===== src/rtl/axi4_lite_arb_pkg.sv =====
// Package for the 2:1 AXI4-Lite arbiter.
// Holds the per-channel FSM state type, the master-select type and the
// two-requester round-robin pick function.
package axi4_lite_arb_pkg;

  // Shared by write and read FSMs; for the read channel RESP is the data phase.
  typedef enum logic [1:0] {
    IDLE = 2'd0,
    ADDR = 2'd1,
    RESP = 2'd2
  } arb_state_t;

  // 0 selects master 0, 1 selects master 1.
  typedef logic arb_sel_t;

  // A lone requester always wins; on a tie the round-robin pointer decides.
  function automatic arb_sel_t rr_pick(input logic [1:0] req, input arb_sel_t ptr);
    case (req)
      2'b01:   rr_pick = 1'b0;
      2'b10:   rr_pick = 1'b1;
      default: rr_pick = ptr;
    endcase
  endfunction

endpackage


===== src/rtl/axi4_if.sv =====
// AXI4-Lite bundle (with IDs and rlast) shared by the two upstream masters
// and the downstream slave.
// Parameters: A address width, N data width in bytes, I ID width.
// Modports: master (drives requests), slave (drives responses).
interface axi4_if #(
  parameter int A = 32,
  parameter int N = 4,
  parameter int I = 1
) ();
  logic [I-1:0]   awid;
  logic [A-1:0]   awaddr;
  logic           awvalid;
  logic           awready;
  logic [8*N-1:0] wdata;
  logic [N-1:0]   wstrb;
  logic           wvalid;
  logic           wready;
  logic [I-1:0]   bid;
  logic [1:0]     bresp;
  logic           bvalid;
  logic           bready;
  logic [I-1:0]   arid;
  logic [A-1:0]   araddr;
  logic           arvalid;
  logic           arready;
  logic [I-1:0]   rid;
  logic [8*N-1:0] rdata;
  logic [1:0]     rresp;
  logic           rlast;
  logic           rvalid;
  logic           rready;

  modport master (
    output awid, awaddr, awvalid, wdata, wstrb, wvalid, bready,
           arid, araddr, arvalid, rready,
    input  awready, wready, bid, bresp, bvalid, arready,
           rid, rdata, rresp, rlast, rvalid
  );

  modport slave (
    input  awid, awaddr, awvalid, wdata, wstrb, wvalid, bready,
           arid, araddr, arvalid, rready,
    output awready, wready, bid, bresp, bvalid, arready,
           rid, rdata, rresp, rlast, rvalid
  );
endinterface


===== src/rtl/axi4_lite_rr_arb2.sv =====
// Two-requester round-robin grant holder for one AXI channel.
// Ports:
//   clk_i   clock
//   rst_i   synchronous active-high reset (pointer back to master 0)
//   req_i   request per master
//   start_i latch a new grant (ignored while busy or with no request)
//   done_i  transaction finished: release grant, advance pointer
//   grant_o locked grant, stable from start to done
//   busy_o  a grant is currently held
module axi4_lite_rr_arb2
  import axi4_lite_arb_pkg::*;
(
  input  logic       clk_i,
  input  logic       rst_i,
  input  logic [1:0] req_i,
  input  logic       start_i,
  input  logic       done_i,
  output arb_sel_t   grant_o,
  output logic       busy_o
);

  arb_sel_t ptr_q, ptr_d;
  arb_sel_t grant_q, grant_d;
  logic     busy_q, busy_d;

  always_comb begin
    ptr_d   = ptr_q;
    grant_d = grant_q;
    busy_d  = busy_q;
    if (busy_q) begin
      if (done_i) begin
        busy_d = 1'b0;
        // Favour the other master next time so a continuous pair alternates.
        ptr_d  = ~grant_q;
      end
    end else if (start_i && (req_i != 2'b00)) begin
      busy_d  = 1'b1;
      grant_d = rr_pick(req_i, ptr_q);
    end
  end

  always_ff @(posedge clk_i) begin
    if (rst_i) begin
      ptr_q   <= 1'b0;
      grant_q <= 1'b0;
      busy_q  <= 1'b0;
    end else begin
      ptr_q   <= ptr_d;
      grant_q <= grant_d;
      busy_q  <= busy_d;
    end
  end

  assign grant_o = grant_q;
  assign busy_o  = busy_q;

endmodule


===== src/rtl/axi4_lite_arbiter_2to1.sv =====
// Shares one AXI4-Lite slave between two masters. Write and read channels
// are arbitrated independently (round-robin each), one transaction in flight
// per channel, grant held until that transaction's response completes.
// Payload paths are combinational; only the grant costs one cycle.
// Ports:
//   aclk     clock
//   areset   synchronous active-high reset
//   axi4_s0  slave port facing master 0 (wins the first tie after reset)
//   axi4_s1  slave port facing master 1
//   axi4_m   master port to the shared slave
module axi4_lite_arbiter_2to1
  import axi4_lite_arb_pkg::*;
#(
  parameter int A = 32,
  parameter int N = 4,
  parameter int I = 1
) (
  input  logic  aclk,
  input  logic  areset,
  axi4_if.slave  axi4_s0,
  axi4_if.slave  axi4_s1,
  axi4_if.master axi4_m
);

  arb_state_t wr_st_q, wr_st_d, rd_st_q, rd_st_d;
  logic       aw_done_q, aw_done_d, w_done_q, w_done_d;
  logic [1:0] wr_req, rd_req;
  arb_sel_t   wr_g, rd_g;
  logic       wr_busy, rd_busy, wr_start, rd_start, wr_done, rd_done;
  logic       wr_addr, wr_resp, rd_addr, rd_data;
  logic       aw_hs, w_hs, b_hs, ar_hs, r_hs;
  logic       sel_awvalid, sel_wvalid, sel_bready, sel_arvalid, sel_rready;
  logic [A-1:0]   sel_awaddr, sel_araddr;
  logic [I-1:0]   sel_awid, sel_arid;
  logic [8*N-1:0] sel_wdata;
  logic [N-1:0]   sel_wstrb;

  // A write request needs both AW and W offered by the master.
  assign wr_req   = {axi4_s1.awvalid & axi4_s1.wvalid, axi4_s0.awvalid & axi4_s0.wvalid};
  assign rd_req   = {axi4_s1.arvalid, axi4_s0.arvalid};
  assign wr_addr  = (wr_st_q == ADDR);
  assign wr_resp  = (wr_st_q == RESP);
  assign rd_addr  = (rd_st_q == ADDR);
  assign rd_data  = (rd_st_q == RESP);
  assign wr_start = (wr_st_q == IDLE) & ~wr_busy & (wr_req != 2'b00);
  assign rd_start = (rd_st_q == IDLE) & ~rd_busy & (rd_req != 2'b00);

  axi4_lite_rr_arb2 u_wr_arb (
    .clk_i  (aclk),
    .rst_i  (areset),
    .req_i  (wr_req),
    .start_i(wr_start),
    .done_i (wr_done),
    .grant_o(wr_g),
    .busy_o (wr_busy)
  );

  axi4_lite_rr_arb2 u_rd_arb (
    .clk_i  (aclk),
    .rst_i  (areset),
    .req_i  (rd_req),
    .start_i(rd_start),
    .done_i (rd_done),
    .grant_o(rd_g),
    .busy_o (rd_busy)
  );

  // Request side of the granted master.
  assign sel_awvalid = wr_g ? axi4_s1.awvalid : axi4_s0.awvalid;
  assign sel_wvalid  = wr_g ? axi4_s1.wvalid  : axi4_s0.wvalid;
  assign sel_bready  = wr_g ? axi4_s1.bready  : axi4_s0.bready;
  assign sel_awaddr  = wr_g ? axi4_s1.awaddr  : axi4_s0.awaddr;
  assign sel_awid    = wr_g ? axi4_s1.awid    : axi4_s0.awid;
  assign sel_wdata   = wr_g ? axi4_s1.wdata   : axi4_s0.wdata;
  assign sel_wstrb   = wr_g ? axi4_s1.wstrb   : axi4_s0.wstrb;
  assign sel_arvalid = rd_g ? axi4_s1.arvalid : axi4_s0.arvalid;
  assign sel_rready  = rd_g ? axi4_s1.rready  : axi4_s0.rready;
  assign sel_araddr  = rd_g ? axi4_s1.araddr  : axi4_s0.araddr;
  assign sel_arid    = rd_g ? axi4_s1.arid    : axi4_s0.arid;

  // Downstream: valids only in their phase, each dropped once its beat is taken.
  assign axi4_m.awvalid = wr_addr & sel_awvalid & ~aw_done_q;
  assign axi4_m.wvalid  = wr_addr & sel_wvalid & ~w_done_q;
  assign axi4_m.bready  = wr_resp & sel_bready;
  assign axi4_m.awaddr  = sel_awaddr;
  assign axi4_m.awid    = sel_awid;
  assign axi4_m.wdata   = sel_wdata;
  assign axi4_m.wstrb   = sel_wstrb;
  assign axi4_m.arvalid = rd_addr & sel_arvalid;
  assign axi4_m.rready  = rd_data & sel_rready;
  assign axi4_m.araddr  = sel_araddr;
  assign axi4_m.arid    = sel_arid;

  assign aw_hs   = axi4_m.awvalid & axi4_m.awready;
  assign w_hs    = axi4_m.wvalid & axi4_m.wready;
  assign b_hs    = axi4_m.bvalid & axi4_m.bready;
  assign ar_hs   = axi4_m.arvalid & axi4_m.arready;
  assign r_hs    = axi4_m.rvalid & axi4_m.rready;
  assign wr_done = wr_resp & b_hs;
  assign rd_done = rd_data & r_hs;

  // Upstream: only the granted master sees ready/valid; payload fans out to both.
  assign axi4_s0.awready = wr_addr & ~wr_g & axi4_m.awready & ~aw_done_q;
  assign axi4_s1.awready = wr_addr &  wr_g & axi4_m.awready & ~aw_done_q;
  assign axi4_s0.wready  = wr_addr & ~wr_g & axi4_m.wready & ~w_done_q;
  assign axi4_s1.wready  = wr_addr &  wr_g & axi4_m.wready & ~w_done_q;
  assign axi4_s0.bvalid  = wr_resp & ~wr_g & axi4_m.bvalid;
  assign axi4_s1.bvalid  = wr_resp &  wr_g & axi4_m.bvalid;
  assign axi4_s0.bresp   = axi4_m.bresp;
  assign axi4_s1.bresp   = axi4_m.bresp;
  assign axi4_s0.bid     = axi4_m.bid;
  assign axi4_s1.bid     = axi4_m.bid;
  assign axi4_s0.arready = rd_addr & ~rd_g & axi4_m.arready;
  assign axi4_s1.arready = rd_addr &  rd_g & axi4_m.arready;
  assign axi4_s0.rvalid  = rd_data & ~rd_g & axi4_m.rvalid;
  assign axi4_s1.rvalid  = rd_data &  rd_g & axi4_m.rvalid;
  assign axi4_s0.rdata   = axi4_m.rdata;
  assign axi4_s1.rdata   = axi4_m.rdata;
  assign axi4_s0.rresp   = axi4_m.rresp;
  assign axi4_s1.rresp   = axi4_m.rresp;
  assign axi4_s0.rid     = axi4_m.rid;
  assign axi4_s1.rid     = axi4_m.rid;
  assign axi4_s0.rlast   = axi4_m.rlast;
  assign axi4_s1.rlast   = axi4_m.rlast;

  // Write FSM: AW and W may finish in either order; RESP only once both are in.
  always_comb begin
    wr_st_d   = wr_st_q;
    aw_done_d = aw_done_q;
    w_done_d  = w_done_q;
    case (wr_st_q)
      IDLE: begin
        aw_done_d = 1'b0;
        w_done_d  = 1'b0;
        if (wr_start) wr_st_d = ADDR;
      end
      ADDR: begin
        if (aw_hs) aw_done_d = 1'b1;
        if (w_hs)  w_done_d  = 1'b1;
        if ((aw_done_q | aw_hs) & (w_done_q | w_hs)) wr_st_d = RESP;
      end
      RESP: begin
        if (b_hs) wr_st_d = IDLE;
      end
      default: wr_st_d = IDLE;
    endcase
  end

  // Read FSM: RESP here is the data phase.
  always_comb begin
    rd_st_d = rd_st_q;
    case (rd_st_q)
      IDLE:    if (rd_start) rd_st_d = ADDR;
      ADDR:    if (ar_hs) rd_st_d = RESP;
      RESP:    if (r_hs) rd_st_d = IDLE;
      default: rd_st_d = IDLE;
    endcase
  end

  always_ff @(posedge aclk) begin
    if (areset) begin
      wr_st_q   <= IDLE;
      rd_st_q   <= IDLE;
      aw_done_q <= 1'b0;
      w_done_q  <= 1'b0;
    end else begin
      wr_st_q   <= wr_st_d;
      rd_st_q   <= rd_st_d;
      aw_done_q <= aw_done_d;
      w_done_q  <= w_done_d;
    end
  end

endmodule

===== src/flat_wrapper.sv =====
// flat-port wrapper written by rule: the top's interface ports become plain ports
module axi4_lite_arbiter_2to1_flat import axi4_lite_arb_pkg::*;
#(
  parameter int A = 32,
  parameter int N = 4,
  parameter int I = 1
)
  (aclk, areset, axi4_s0_awid, axi4_s0_awaddr, axi4_s0_awvalid, axi4_s0_wdata, axi4_s0_wstrb, axi4_s0_wvalid, axi4_s0_bready, axi4_s0_arid, axi4_s0_araddr, axi4_s0_arvalid, axi4_s0_rready, axi4_s0_awready, axi4_s0_wready, axi4_s0_bid, axi4_s0_bresp, axi4_s0_bvalid, axi4_s0_arready, axi4_s0_rid, axi4_s0_rdata, axi4_s0_rresp, axi4_s0_rlast, axi4_s0_rvalid, axi4_s1_awid, axi4_s1_awaddr, axi4_s1_awvalid, axi4_s1_wdata, axi4_s1_wstrb, axi4_s1_wvalid, axi4_s1_bready, axi4_s1_arid, axi4_s1_araddr, axi4_s1_arvalid, axi4_s1_rready, axi4_s1_awready, axi4_s1_wready, axi4_s1_bid, axi4_s1_bresp, axi4_s1_bvalid, axi4_s1_arready, axi4_s1_rid, axi4_s1_rdata, axi4_s1_rresp, axi4_s1_rlast, axi4_s1_rvalid, axi4_m_awid, axi4_m_awaddr, axi4_m_awvalid, axi4_m_wdata, axi4_m_wstrb, axi4_m_wvalid, axi4_m_bready, axi4_m_arid, axi4_m_araddr, axi4_m_arvalid, axi4_m_rready, axi4_m_awready, axi4_m_wready, axi4_m_bid, axi4_m_bresp, axi4_m_bvalid, axi4_m_arready, axi4_m_rid, axi4_m_rdata, axi4_m_rresp, axi4_m_rlast, axi4_m_rvalid);
  axi4_if #(.A(A), .N(N), .I(I)) axi4_s0_i ();
  axi4_if #(.A(A), .N(N), .I(I)) axi4_s1_i ();
  axi4_if #(.A(A), .N(N), .I(I)) axi4_m_i ();
  input  logic aclk;
  input  logic areset;
  input wire logic [$bits(axi4_s0_i.awid)-1:0] axi4_s0_awid;
  input wire logic [$bits(axi4_s0_i.awaddr)-1:0] axi4_s0_awaddr;
  input wire logic [$bits(axi4_s0_i.awvalid)-1:0] axi4_s0_awvalid;
  input wire logic [$bits(axi4_s0_i.wdata)-1:0] axi4_s0_wdata;
  input wire logic [$bits(axi4_s0_i.wstrb)-1:0] axi4_s0_wstrb;
  input wire logic [$bits(axi4_s0_i.wvalid)-1:0] axi4_s0_wvalid;
  input wire logic [$bits(axi4_s0_i.bready)-1:0] axi4_s0_bready;
  input wire logic [$bits(axi4_s0_i.arid)-1:0] axi4_s0_arid;
  input wire logic [$bits(axi4_s0_i.araddr)-1:0] axi4_s0_araddr;
  input wire logic [$bits(axi4_s0_i.arvalid)-1:0] axi4_s0_arvalid;
  input wire logic [$bits(axi4_s0_i.rready)-1:0] axi4_s0_rready;
  output wire logic [$bits(axi4_s0_i.awready)-1:0] axi4_s0_awready;
  output wire logic [$bits(axi4_s0_i.wready)-1:0] axi4_s0_wready;
  output wire logic [$bits(axi4_s0_i.bid)-1:0] axi4_s0_bid;
  output wire logic [$bits(axi4_s0_i.bresp)-1:0] axi4_s0_bresp;
  output wire logic [$bits(axi4_s0_i.bvalid)-1:0] axi4_s0_bvalid;
  output wire logic [$bits(axi4_s0_i.arready)-1:0] axi4_s0_arready;
  output wire logic [$bits(axi4_s0_i.rid)-1:0] axi4_s0_rid;
  output wire logic [$bits(axi4_s0_i.rdata)-1:0] axi4_s0_rdata;
  output wire logic [$bits(axi4_s0_i.rresp)-1:0] axi4_s0_rresp;
  output wire logic [$bits(axi4_s0_i.rlast)-1:0] axi4_s0_rlast;
  output wire logic [$bits(axi4_s0_i.rvalid)-1:0] axi4_s0_rvalid;
  input wire logic [$bits(axi4_s1_i.awid)-1:0] axi4_s1_awid;
  input wire logic [$bits(axi4_s1_i.awaddr)-1:0] axi4_s1_awaddr;
  input wire logic [$bits(axi4_s1_i.awvalid)-1:0] axi4_s1_awvalid;
  input wire logic [$bits(axi4_s1_i.wdata)-1:0] axi4_s1_wdata;
  input wire logic [$bits(axi4_s1_i.wstrb)-1:0] axi4_s1_wstrb;
  input wire logic [$bits(axi4_s1_i.wvalid)-1:0] axi4_s1_wvalid;
  input wire logic [$bits(axi4_s1_i.bready)-1:0] axi4_s1_bready;
  input wire logic [$bits(axi4_s1_i.arid)-1:0] axi4_s1_arid;
  input wire logic [$bits(axi4_s1_i.araddr)-1:0] axi4_s1_araddr;
  input wire logic [$bits(axi4_s1_i.arvalid)-1:0] axi4_s1_arvalid;
  input wire logic [$bits(axi4_s1_i.rready)-1:0] axi4_s1_rready;
  output wire logic [$bits(axi4_s1_i.awready)-1:0] axi4_s1_awready;
  output wire logic [$bits(axi4_s1_i.wready)-1:0] axi4_s1_wready;
  output wire logic [$bits(axi4_s1_i.bid)-1:0] axi4_s1_bid;
  output wire logic [$bits(axi4_s1_i.bresp)-1:0] axi4_s1_bresp;
  output wire logic [$bits(axi4_s1_i.bvalid)-1:0] axi4_s1_bvalid;
  output wire logic [$bits(axi4_s1_i.arready)-1:0] axi4_s1_arready;
  output wire logic [$bits(axi4_s1_i.rid)-1:0] axi4_s1_rid;
  output wire logic [$bits(axi4_s1_i.rdata)-1:0] axi4_s1_rdata;
  output wire logic [$bits(axi4_s1_i.rresp)-1:0] axi4_s1_rresp;
  output wire logic [$bits(axi4_s1_i.rlast)-1:0] axi4_s1_rlast;
  output wire logic [$bits(axi4_s1_i.rvalid)-1:0] axi4_s1_rvalid;
  output wire logic [$bits(axi4_m_i.awid)-1:0] axi4_m_awid;
  output wire logic [$bits(axi4_m_i.awaddr)-1:0] axi4_m_awaddr;
  output wire logic [$bits(axi4_m_i.awvalid)-1:0] axi4_m_awvalid;
  output wire logic [$bits(axi4_m_i.wdata)-1:0] axi4_m_wdata;
  output wire logic [$bits(axi4_m_i.wstrb)-1:0] axi4_m_wstrb;
  output wire logic [$bits(axi4_m_i.wvalid)-1:0] axi4_m_wvalid;
  output wire logic [$bits(axi4_m_i.bready)-1:0] axi4_m_bready;
  output wire logic [$bits(axi4_m_i.arid)-1:0] axi4_m_arid;
  output wire logic [$bits(axi4_m_i.araddr)-1:0] axi4_m_araddr;
  output wire logic [$bits(axi4_m_i.arvalid)-1:0] axi4_m_arvalid;
  output wire logic [$bits(axi4_m_i.rready)-1:0] axi4_m_rready;
  input wire logic [$bits(axi4_m_i.awready)-1:0] axi4_m_awready;
  input wire logic [$bits(axi4_m_i.wready)-1:0] axi4_m_wready;
  input wire logic [$bits(axi4_m_i.bid)-1:0] axi4_m_bid;
  input wire logic [$bits(axi4_m_i.bresp)-1:0] axi4_m_bresp;
  input wire logic [$bits(axi4_m_i.bvalid)-1:0] axi4_m_bvalid;
  input wire logic [$bits(axi4_m_i.arready)-1:0] axi4_m_arready;
  input wire logic [$bits(axi4_m_i.rid)-1:0] axi4_m_rid;
  input wire logic [$bits(axi4_m_i.rdata)-1:0] axi4_m_rdata;
  input wire logic [$bits(axi4_m_i.rresp)-1:0] axi4_m_rresp;
  input wire logic [$bits(axi4_m_i.rlast)-1:0] axi4_m_rlast;
  input wire logic [$bits(axi4_m_i.rvalid)-1:0] axi4_m_rvalid;
  assign axi4_s0_i.awid = axi4_s0_awid;
  assign axi4_s0_i.awaddr = axi4_s0_awaddr;
  assign axi4_s0_i.awvalid = axi4_s0_awvalid;
  assign axi4_s0_i.wdata = axi4_s0_wdata;
  assign axi4_s0_i.wstrb = axi4_s0_wstrb;
  assign axi4_s0_i.wvalid = axi4_s0_wvalid;
  assign axi4_s0_i.bready = axi4_s0_bready;
  assign axi4_s0_i.arid = axi4_s0_arid;
  assign axi4_s0_i.araddr = axi4_s0_araddr;
  assign axi4_s0_i.arvalid = axi4_s0_arvalid;
  assign axi4_s0_i.rready = axi4_s0_rready;
  assign axi4_s0_awready = axi4_s0_i.awready;
  assign axi4_s0_wready = axi4_s0_i.wready;
  assign axi4_s0_bid = axi4_s0_i.bid;
  assign axi4_s0_bresp = axi4_s0_i.bresp;
  assign axi4_s0_bvalid = axi4_s0_i.bvalid;
  assign axi4_s0_arready = axi4_s0_i.arready;
  assign axi4_s0_rid = axi4_s0_i.rid;
  assign axi4_s0_rdata = axi4_s0_i.rdata;
  assign axi4_s0_rresp = axi4_s0_i.rresp;
  assign axi4_s0_rlast = axi4_s0_i.rlast;
  assign axi4_s0_rvalid = axi4_s0_i.rvalid;
  assign axi4_s1_i.awid = axi4_s1_awid;
  assign axi4_s1_i.awaddr = axi4_s1_awaddr;
  assign axi4_s1_i.awvalid = axi4_s1_awvalid;
  assign axi4_s1_i.wdata = axi4_s1_wdata;
  assign axi4_s1_i.wstrb = axi4_s1_wstrb;
  assign axi4_s1_i.wvalid = axi4_s1_wvalid;
  assign axi4_s1_i.bready = axi4_s1_bready;
  assign axi4_s1_i.arid = axi4_s1_arid;
  assign axi4_s1_i.araddr = axi4_s1_araddr;
  assign axi4_s1_i.arvalid = axi4_s1_arvalid;
  assign axi4_s1_i.rready = axi4_s1_rready;
  assign axi4_s1_awready = axi4_s1_i.awready;
  assign axi4_s1_wready = axi4_s1_i.wready;
  assign axi4_s1_bid = axi4_s1_i.bid;
  assign axi4_s1_bresp = axi4_s1_i.bresp;
  assign axi4_s1_bvalid = axi4_s1_i.bvalid;
  assign axi4_s1_arready = axi4_s1_i.arready;
  assign axi4_s1_rid = axi4_s1_i.rid;
  assign axi4_s1_rdata = axi4_s1_i.rdata;
  assign axi4_s1_rresp = axi4_s1_i.rresp;
  assign axi4_s1_rlast = axi4_s1_i.rlast;
  assign axi4_s1_rvalid = axi4_s1_i.rvalid;
  assign axi4_m_awid = axi4_m_i.awid;
  assign axi4_m_awaddr = axi4_m_i.awaddr;
  assign axi4_m_awvalid = axi4_m_i.awvalid;
  assign axi4_m_wdata = axi4_m_i.wdata;
  assign axi4_m_wstrb = axi4_m_i.wstrb;
  assign axi4_m_wvalid = axi4_m_i.wvalid;
  assign axi4_m_bready = axi4_m_i.bready;
  assign axi4_m_arid = axi4_m_i.arid;
  assign axi4_m_araddr = axi4_m_i.araddr;
  assign axi4_m_arvalid = axi4_m_i.arvalid;
  assign axi4_m_rready = axi4_m_i.rready;
  assign axi4_m_i.awready = axi4_m_awready;
  assign axi4_m_i.wready = axi4_m_wready;
  assign axi4_m_i.bid = axi4_m_bid;
  assign axi4_m_i.bresp = axi4_m_bresp;
  assign axi4_m_i.bvalid = axi4_m_bvalid;
  assign axi4_m_i.arready = axi4_m_arready;
  assign axi4_m_i.rid = axi4_m_rid;
  assign axi4_m_i.rdata = axi4_m_rdata;
  assign axi4_m_i.rresp = axi4_m_rresp;
  assign axi4_m_i.rlast = axi4_m_rlast;
  assign axi4_m_i.rvalid = axi4_m_rvalid;
  axi4_lite_arbiter_2to1 #(.A(A), .N(N), .I(I)) u_core (.aclk(aclk), .areset(areset), .axi4_s0(axi4_s0_i), .axi4_s1(axi4_s1_i), .axi4_m(axi4_m_i));
endmodule

===== config.mk =====
export PLATFORM = sky130hd
export DESIGN_NAME = axi4_lite_arbiter_2to1_flat
export DESIGN_NICKNAME = d
export VERILOG_FILES = /design/src/rtl/axi4_lite_arb_pkg.sv /design/src/rtl/axi4_if.sv /design/src/rtl/axi4_lite_rr_arb2.sv /design/src/rtl/axi4_lite_arbiter_2to1.sv /design/src/flat_wrapper.sv
export SDC_FILE = /design/constraint.sdc
export NUM_CORES = 1
export LEC_CHECK = 0
export ABC_AREA = 1
export ABC_CLOCK_PERIOD_IN_PS = 1200
export CAP_MARGIN = 0
export CELL_PAD_IN_SITES_DETAIL_PLACEMENT = 0
export CELL_PAD_IN_SITES_GLOBAL_PLACEMENT = 1
export CORE_AREA = 5 5 176 178
export CTS_CLUSTER_DIAMETER = 200
export DETAILED_ROUTE_END_ITERATION = 7
export DIE_AREA = 0 0 181 183
export PLACE_DENSITY = 0.7
export SYNTH_ARGS = -nofsm -noshare
export SYNTH_HDL_FRONTEND = slang
export SYNTH_SLANG_ARGS = --single-unit

===== constraint.sdc =====
create_clock -name aclk -period 1.2 [get_ports aclk]
set_clock_uncertainty 0.1 [all_clocks]
set_input_delay 0.12 -clock aclk [delete_from_list [all_inputs] [get_ports aclk]]
set_output_delay 0.12 -clock aclk [all_outputs]
set_load 0.02 [all_outputs]

==> metrics.csv <==
stage,metric,value,unit
status,status,"complete, but fails checks",
status,failing checks,negative setup slack,
cells_and_area,register area,253,µm²
critical_path,arrival time at the worst endpoint,1300,ps
critical_path,RR Endpoint,u_core.u_wr_arb.ptr_q$_SDFFE_PP0P_,
cells_and_area,Final #Nets,1108,
cts,clk sinks,12,
placement,# port buffers,337,
logic_synthesis,Post-synth ARST share,0,%
global_route,total grt overflow,0,
logic_synthesis,Synth Warn #,0,
critical_path,Crit Path Category,reg -> out,
critical_path,CP startpoint,u_core.u_wr_arb.grant_o$_SDFFE_PP0P_,
critical_path,Setup crit start kind,flip-flop,
cts,cts bufs inserted,3,
sta,Final Critical Period,1520,ps
sta,RSZ-0062 raised after global routing,yes,
sta,Slew @ Worst Pin,258,ps
global_route,met1 usage in global routing,11.3,%
pwr,Clk network pwr share,8.6,%
cells_and_area,combined area of the multi-input logic cells,2540,µm²
sta,Final Cycle Share,127,%
critical_path,CP max stage delay,390,ps
sta,"Hold Violations, Final",0,
detailed_routing,DR WL/cell,14.8,µm
pwr,Seq pwr share,6.8,%
global_route,met3 Use GR,2.98,%
cts,CTS Root Cell,clkbuf_16,
cells_and_area,share of cells above drive strength 1,50.9,%
logic_synthesis,Synth Register Bits,12,
critical_path,critical-path maximum fanout,6,
logic_synthesis,"Distinct cells, synth",19,
detailed_routing,Vias/cell,3.49,
detailed_routing,DRC violations left,0,
critical_path,"critical path, cell by cell",buf_12 -> clkbuf_16 -> nor3_4 -> buf_6,
global_route,GRT Overall Usage,9.49,%
cts,"Reg clk slew, reported paths",50,ps
cells_and_area,post-route cell area,8030,µm²
min_path,Hold Crit Start,axi4_m_rresp[0],
cts,htree depth,1,
placement,gpl congestion,0.859,
pwr,Final Power,8130,µW
min_path,hold path depth,0,
critical_path,worst path bufs/invs,3,
logic_synthesis,number of synthesized flops with an enable pin,0,
sta,Max-slew headroom,82.8,%
pwr,P per Cell Area,1010,nW/µm²
critical_path,R2R Setup Slk,-190,ps
detailed_routing,Total Wirelength,18200,µm
detailed_routing,via count,4307,
sta,f_max,656,MHz
critical_path,reg2reg start,u_core.u_wr_arb.grant_o$_SDFFE_PP0P_,
floorplanning,Die H,183,µm
pwr,maximum vdd drop,0.438,mV
global_route,met2 usage,16.3,%
floorplanning,total die area,33100,µm²
critical_path,CP max-delay cell,dfxtp_4,
floorplanning,Chip Width,181,µm
pwr,Pleak,0.00374,µW
cells_and_area,n_diodes,0,
pwr,switch share,44.2,%
pwr,Psw,3590,µW
sta,Final Setup Violations,126,
logic_synthesis,Syn Area/Cell,4.97,µm²
logic_synthesis,largest area contributor in the netlist,nand2_1,
critical_path,CP endpoint kind,primary output,
logic_synthesis,most used flip-flop cell after synthesis,dfxtp_1,
cts,hold_buf cts,0,
floorplanning,Initial Utilization,9.06,%
critical_path,R2R depth,9,
critical_path,Critical Path Stages,4,
logic_synthesis,syn nets,797,
logic_synthesis,most common cell in the netlist,nand2_1,
detailed_routing,ANT nets after route,0,
cells_and_area,Layout Area Growth over Synthesis,203,%
logic_synthesis,"Cell Area, Synth",2650,µm²
floorplanning,I/O pin cnt,455,
cells_and_area,final core occ,27.4,%
sta,hold_ws,140,ps
placement,pre-CTS setup slack,-686,ps
placement,DPL Wire Length,13600,µm
critical_path,Setup crit end,axi4_s0_bvalid,
global_route,largest net degree at the start of global routing,23,
floorplanning,FP Rows,63,
logic_synthesis,"Seq/Total Area, Yosys",9.07,%
placement,Area after DPL,6210,µm²
global_route,vias in the first global route,4403,
detailed_routing,Initial DRT Pass Iterations,4,
min_path,Tightest Hold Check Type,in -> out,
cts,CTS max path bufs,2,
sta,Setup WS post-layout,-324,ps
global_route,initial antenna violation count,0,
global_route,first-pass GRT wire length,24900,µm
cells_and_area,Fillers,3167,
global_route,busiest layer in global routing,met2,
floorplanning,core area,29200,µm²
pwr,combinational share of power,84.6,%
sta,Final Max Slew Viols,0,
logic_synthesis,Synth top area share,48.2,%
pwr,Pint,4530,µW
logic_synthesis,post-synthesis cell count,533,
detailed_routing,First DRT Iteration DRCs,94,
cts,CTS tree,yes,
logic_synthesis,Synth area leaders,"nand2_1 (48%), buf_4 (23%), dfxtp_1 (9.1%)",
logic_synthesis,Post-synth top cells,"nand2_1 (340), buf_4 (80), buf_2 (21), inv_1 (18), dfxtp_1 (12)",
critical_path,"CP delay by family, top",buffers and inverters,
cts,worst-skew pair later-pin latency,240,ps
run,max-cap viol count,0,
critical_path,CP Data Required Time,980,ps
==> per-layer routing <==
metal  up-vias  wire [µm]
met3        41       1320
met2       185       9430
met1      1930       6960
li1       2151          -
met5         -          0
met4         0        515
==> cell type report <==
cell class                      count  area share [%]
Timing Repair Buffer              408            56.7
Timing Repair inverter              1           0.109
Clock buffer                        4            1.11
Sequential cell                    12            3.15
Tap cell                          390            6.08
Multi-Input combinational cell    397            31.7
Inverter                           21            1.17
==> how the worst min path moves through the flow <==
stage | endpoint
after floorplan | u_core.aw_done_q$_SDFFE_PP0P_
after global placement | axi4_s0_rdata[26]
after detailed placement | axi4_s0_rdata[26]
after CTS | axi4_s0_rdata[26]
after global routing | axi4_s1_rdata[15]
final | axi4_s1_rresp[0]
==> sequential cells by signal, indices dropped and copies added, names as in the netlist <==
signal / count
u_core.u_rd_arb.busy_o: 1
u_core.u_wr_arb.busy_o: 1
u_core.w_done_q: 1
u_core.rd_st_q: 2
u_core.u_wr_arb.grant_o: 1
u_core.aw_done_q: 1
u_core.u_rd_arb.grant_o: 1
u_core.u_rd_arb.ptr_q: 1
u_core.u_wr_arb.ptr_q: 1
u_core.wr_st_q: 2
==> layout by cell type (no fill, tap or decap), drive strengths merged <==
master	n
inv	22
buf	182
nand4	2
nand2	344
dlygate4sd2	6
o21ai	4
a21oi	16
dfxtp	12
a21boi	1
ha	4
clkbuf	10
nor2	13
nor3	10
clkdlybuf4s50	214
nand3	3
==> through the flow <==
step | cells | setup TNS (ps)
finish | 1233 | -30810
global route | 1233 | -37440
CTS | 1223 | -30690
detailed placement | 1198 | -62000
global placement | 1198 | -62170
floorplan | 533 | -514
==> power groups by stage <==
stage / logic [µW] / clock network, µW / registers [µW]
after global routing: 7310 / 754 / 560
after detailed placement: 4880 / 0 / 513
after floorplan: 2500 / 0 / 498
after CTS: 6020 / 737 / 534
after global placement: 4900 / 0 / 512
final: 6880 / 701 / 553
==> cell families (layout without fill, tap and decap cells) <==
group | count (synthesis) | in the layout | share of synthesized area (%)
buf+inv | 124 | 434 | 29.9
compound gates | 21 | 21 | 4.77
fa+ha+maj | 4 | 4 | 1.89
flops | 12 | 12 | 9.07
simple gates | 372 | 372 | 54.4
==> repair_timing <==
| item | in CTS | in global routing |
|---|---|---|
| gates cloned | 8 | 7 |
| resized for setup | 821 | 209 |
| pin swaps | 43 | 53 |
| setup buffers | 13 | 4 |
| setup endpoints to repair | 128 | 128 |
Note: power is estimated with default switching activity, not from simulation.
==> variant 1: new RTL, same settings <==
Encoding of `arb_state_t`: now one-hot (3 bits for 3 states).
--- a/src/rtl/axi4_lite_arb_pkg.sv
+++ b/src/rtl/axi4_lite_arb_pkg.sv
@@ -6,6 +6,6 @@
   // Shared by write and read FSMs; for the read channel RESP is the data phase.
-  typedef enum logic [1:0] {
-    IDLE = 2'd0,
-    ADDR = 2'd1,
-    RESP = 2'd2
+  typedef enum logic [2:0] {
+    IDLE = 3'b001,
+    ADDR = 3'b010,
+    RESP = 3'b100
   } arb_state_t;
Formal check against the unedited RTL: no difference found for any inputs over 4 cycles, from zero or initial values and one cycle with areset high; so few cycles prove little.
==> variant 1 against the original RTL <==
The flow still finishes with violations (setup timing); critical path depth is 1 higher; setup slack got worse by 0.043 ns; utilization increased by 1.6 points; total power grew 49%; sequential cell count up 2; synthesized area is 4.0% higher; wire length increased by 12%; cell area grew 6.0%; critical path type unchanged; largest power group unchanged.
==> variant 1: results (changes against the original RTL) <==
| Metric | Value |
|---|---|
| Post-DP HPWL | 15,600 um (+15%) |
| Largest net degree at the start of global routing | 21 (-8.7%) |
| Initial DRC count | 105 (+12%) |
| Met3 Use GR | 4.502% (+1.5 points) |
| Pleak | 3.973 nW (+6.1%) |
| Final setup viols | 130 (+3.2%) |
| WHS | 0.1400 ns (+0.000001000 ns) |
| DRT Pass-1 Iters | 4 (unchanged) |
| Worst path max stage delay | 0.39 ns (about the same) |
| Hold Path Origin | axi4_m_rdata[2] |
| Met2 GRT Util | 22.16% (+5.8 points) |
| Adder-Cell Fraction of Synth Area | 1.817% (-0.073 points) |
| Compound-Gate Fraction of Synth Area | 4.768% (about the same) |
| Buffers on Ports | 337 (unchanged) |
| Reg2reg path depth | 10 (+1) |
| CTS H-tree lvls | 1 (unchanged) |
| Post-synth top flop | dfxtp_1 |
| Post-synthesis cell count | 549 (+3.0%) |
| Slew @ Worst Pin | 0.2930 ns (+0.03477 ns) |
| Vias in the first global route | 4,904 (+11%) |
| GRT busiest layer | met2 |
| Violated checks | setup timing |
| Top cells by area, synth | nand2_1 (45%), buf_4 (21%), dfxtp_1 (10%) |
| Crit path DAT | 1.35 ns (+0.05 ns) |
| Register area share after synthesis | 10.17% (+1.1 points) |
| Synth warn | 0 (unchanged) |
| CP Max Fanout | 6 (unchanged) |
| DR WL/cell | 16.05 um (+8.6%) |
| Nets | 1,146 (+3.4%) |
| CTS buffer count | 3 (unchanged) |
| Min setup slack post-route | -0.3671 ns (-0.04277 ns) |
| Switching share of power | 45.89% (+1.7 points) |
| Initial antenna violation count | 5 (+5) |
| Share of layout cells above drive strength 1 | 49.83% (-1.1 points) |
| Clk root buf | clkbuf_16 |
| Reg clk slew, reported paths | 0.05 ns (about the same) |
| Via count | 4,607 (+7.0%) |
| Sum Neg Setup Slack | -35.19 ns (-4.384 ns) |
| Global-route wire length before repair | 28,120 um (+13%) |
| Synth async-reset ratio | 0% (unchanged) |
| Largest regs | u_core.rd_st_q x3, u_core.wr_st_q x3 |
| Hold Path End | axi4_s0_rdata[2] |
| Syn_nets | 813 (+2.0%) |
| Peak supply drop | 0.6118 mV (+40%) |
| Yosys cell types | 23 (+4) |
| Post-synth top cells | nand2_1 (333), buf_4 (78), inv_1 (28) |
| Total track usage | 11.00% (+1.5 points) |
| Grt met1 use | 9.684% (-1.6 points) |
| Hold Crit Class | input pin to primary output |
| Status | finished, violations left |
| Placed cells | 1,228 (+2.5%) |
| Final Non-Filler Cells | 1,273 (+3.2%) |
| Placer Congestion | 0.8815 (+2.7%) |
| Reg2Reg Setup Slack | -0.30 ns (-0.11 ns) |
## variant 1: cell types whose count changed in the layout (fill, tap and decap cells not counted), moves of 5 or more
cell,delta
nand2_2,-40
nand2_1,+16
nand2_4,+13
buf_6,+10
buf_4,+7
inv_1,+7
nand3_1,+6
buf_12,+5
nor3_4,+5
## variant 1: worst reg2reg max path, delay by kind of cell, from the launching register on
kind | cells | cell delay, ns
compound gates | 1 | 0.07
flops | 1 | 0.39
buf+inv | 3 | 0.41
simple gates | 6 | 0.46
## variant 1: per-stage QoR
| stage | worst slack [ns] | instance area [um2] | power (W) | utilization, % |
|---|---|---|---|---|
| floorplan | -0.1592 | 2798 | 0.004292 | - |
| finish | -0.3671 | 8507 | 0.01210 | 29.09 |
| CTS | -0.4432 | 7726 | 0.01124 | 26.42 |
| global placement | -0.8483 | 6447 | 0.007862 | 22.05 |
| detailed placement | -0.8666 | 6447 | 0.007877 | 22.05 |
| global route | -0.4322 | 8507 | 0.01280 | 29.09 |
## variant 1: worst max path at each step
stage	depth (start not counted)	to	slack, ns	startpoint
after global routing	6	axi4_m_bready	-0.43	u_core.u_wr_arb.grant_o
after global placement	7	u_core.wr_st_q[0]	-0.85	u_core.u_wr_arb.grant_o
after floorplan	5	axi4_s0_awready	-0.16	u_core.wr_st_q[2]
final	5	axi4_m_bready	-0.37	u_core.u_wr_arb.grant_o
after CTS	6	axi4_m_bready	-0.44	u_core.u_wr_arb.grant_o
after detailed placement	8	u_core.wr_st_q[2]	-0.87	u_core.u_wr_arb.grant_o
## variant 1: cell families (layout without fill, tap and decap cells)
family,Yosys count,count (layout)
buf+inv,132,464
other cells,0,2
flops,14,14
compound gates,23,23
simple gates,376,376
fa+ha+maj,4,4
## variant 1: repair_timing
action / CTS / global route
gates resized for setup: 850 / 203
pin swaps: 51 / 56
hold buffers: 0 / 0
cloned: 11 / 5
buffers inserted: 24 / 9
endpoints found under the setup margin: 131 / 131
## variant 1: routing by layer
metal	wire length (um)	part of all wire (%)
met1	6251	31
met2	11340	55
met3	2136	10
met4	708	3.5
met5	0	0
## variant 1: layout make-up
class,instances,area (um2)
clock buffers,4,88.84
repair buffers,429,4747
flip-flops and latches,14,295.3
well taps,390,488.0
inverters,31,136.4
diodes,2,5.005
fillers,3076,20740
multi-input cells,403,2746
## variant 1: power groups by stage
stage	Clock, W	Sequential (W)	Combinational [W]
after floorplan	0	0.000651	0.00364
after global placement	0	0.000676	0.00719
after detailed placement	0	0.000677	0.00720
after CTS	0.000753	0.000750	0.00974
after global routing	0.000771	0.000785	0.0112
final	0.000717	0.000764	0.0106
==> variant 2: new RTL, config.mk and constraints unchanged <==
Made on the original files. `N` is set to 4 in 3 places; all go to 5.
--- a/src/rtl/axi4_if.sv
+++ b/src/rtl/axi4_if.sv
@@ -6,3 +6,3 @@
   parameter int A = 32,
-  parameter int N = 4,
+  parameter int N = 5,
   parameter int I = 1
--- a/src/rtl/axi4_lite_arbiter_2to1.sv
+++ b/src/rtl/axi4_lite_arbiter_2to1.sv
@@ -14,3 +14,3 @@
   parameter int A = 32,
-  parameter int N = 4,
+  parameter int N = 5,
   parameter int I = 1
--- a/src/flat_wrapper.sv
+++ b/src/flat_wrapper.sv
@@ -4,3 +4,3 @@
   parameter int A = 32,
-  parameter int N = 4,
+  parameter int N = 5,
   parameter int I = 1
Ports: changed (9 resized); port bits go from 455 to 506. No check against the original RTL was run, so the function may have changed too.
==> variant 2 against the original RTL <==
The run still ends with setup timing left; synthesized area rose by 8.8%; setup slack lost 0.012 ns; via count is 8.5% higher; sequential cell count stayed put; wire length is 18% higher; sequential share of layout area fell by 0.20 points; sequential power down 1%; global-route usage rose by 1.8 points; cell area grew 6.8%; total power rose by 4.8%.
==> variant 2: results (changes against the original RTL) <==
| Metric | Value |
|---|---|
| Sum Neg Setup Slack | -34.33 ns (-3.520 ns) |
| Met1 WL | 7292 um (+4.8%) |
| Switching share of power | 45.05% (+0.83 points) |
| Status | finished, violations left |
| CP Max Fanout | 8 (+2) |
| Final setup viols | 134 (+6.3%) |
| Area after DPL | 0.006618 mm2 (+6.6%) |
| Violated checks | setup timing |
| Nets | 1,189 (+7.3%) |
| Syn_nets | 868 (+8.9%) |
| Met2 GRT Util | 22.52% (+6.2 points) |
| Final Non-Filler Cells | 1,290 (+4.6%) |
| Vias in the first global route | 4,773 (+8.4%) |
| Sequential logic power | 0.000546 W (-1%) |
| Min setup slack post-route | -0.3362 ns (-0.01184 ns) |
| FF-to-FF Start | u_core.wr_st_q[0] |
| Highest Signal Layer | met5 |
| Reg2reg path depth | 8 (-1) |
| CTS resizes | 844 (+2.8%) |
| Top cells by area, synth | nand2_1 (48%), buf_4 (25%), dfxtp_1 (8.3%) |
| Buffers on Ports | 364 (+8.0%) |
| Crit path DAT | 1.32 ns (+0.02 ns) |
| Hold Path Origin | axi4_m_rdata[14] |
| Global-route wire length before repair | 28,770 um (+16%) |
| Power Dens Cells | 994.2 mW/mm2 (-1.8%) |
| Share of layout cells above drive strength 1 | 50.11% (-0.78 points) |
| Via count | 4,672 (+8.5%) |
| Met2 WL | 11,530 um (+22%) |
| Initial DRC count | 100 (+6.4%) |
| Post-synthesis cell count | 578 (+8.4%) |
| Total track usage | 11.26% (+1.8 points) |
variant 2: changes by cell type in the layout (fill, tap and decap cells not counted), moves of 14 or more:
cell and delta:
nand2_1 +15, nand2_2 -21, buf_6 +14, clkdlybuf4s50_1 +18
nand2_4 +33
variant 2: logic make-up after synthesis:
| group | after synthesis | synth area share (%) |
|---|---|---|
| AOI/OAI and AO/OA | 21 | 4.125 |
| adders and majority gates | 4 | 1.737 |
| buffers and inverters | 142 | 32.39 |
| DFF | 12 | 8.337 |
| and+or+nand+nor | 399 | 53.41 |
variant 2: critical path: cells and delay by family (launching register included):
| kind | cells | cell delay [ns] |
|---|---|---|
| AND/OR/NAND/NOR | 2 | 0.11 |
| buffers and inverters | 4 | 0.56 |
| flip-flops | 1 | 0.39 |
variant 2: final cells by class:
cell class | count | area share (%)
inverters | 21 | 1.125
clock buffers | 4 | 1.037
repair buffers | 437 | 55.81
well taps | 390 | 5.696
diodes | 2 | 0.05842
multi-input cells | 424 | 33.33
flip-flops and latches | 12 | 2.950
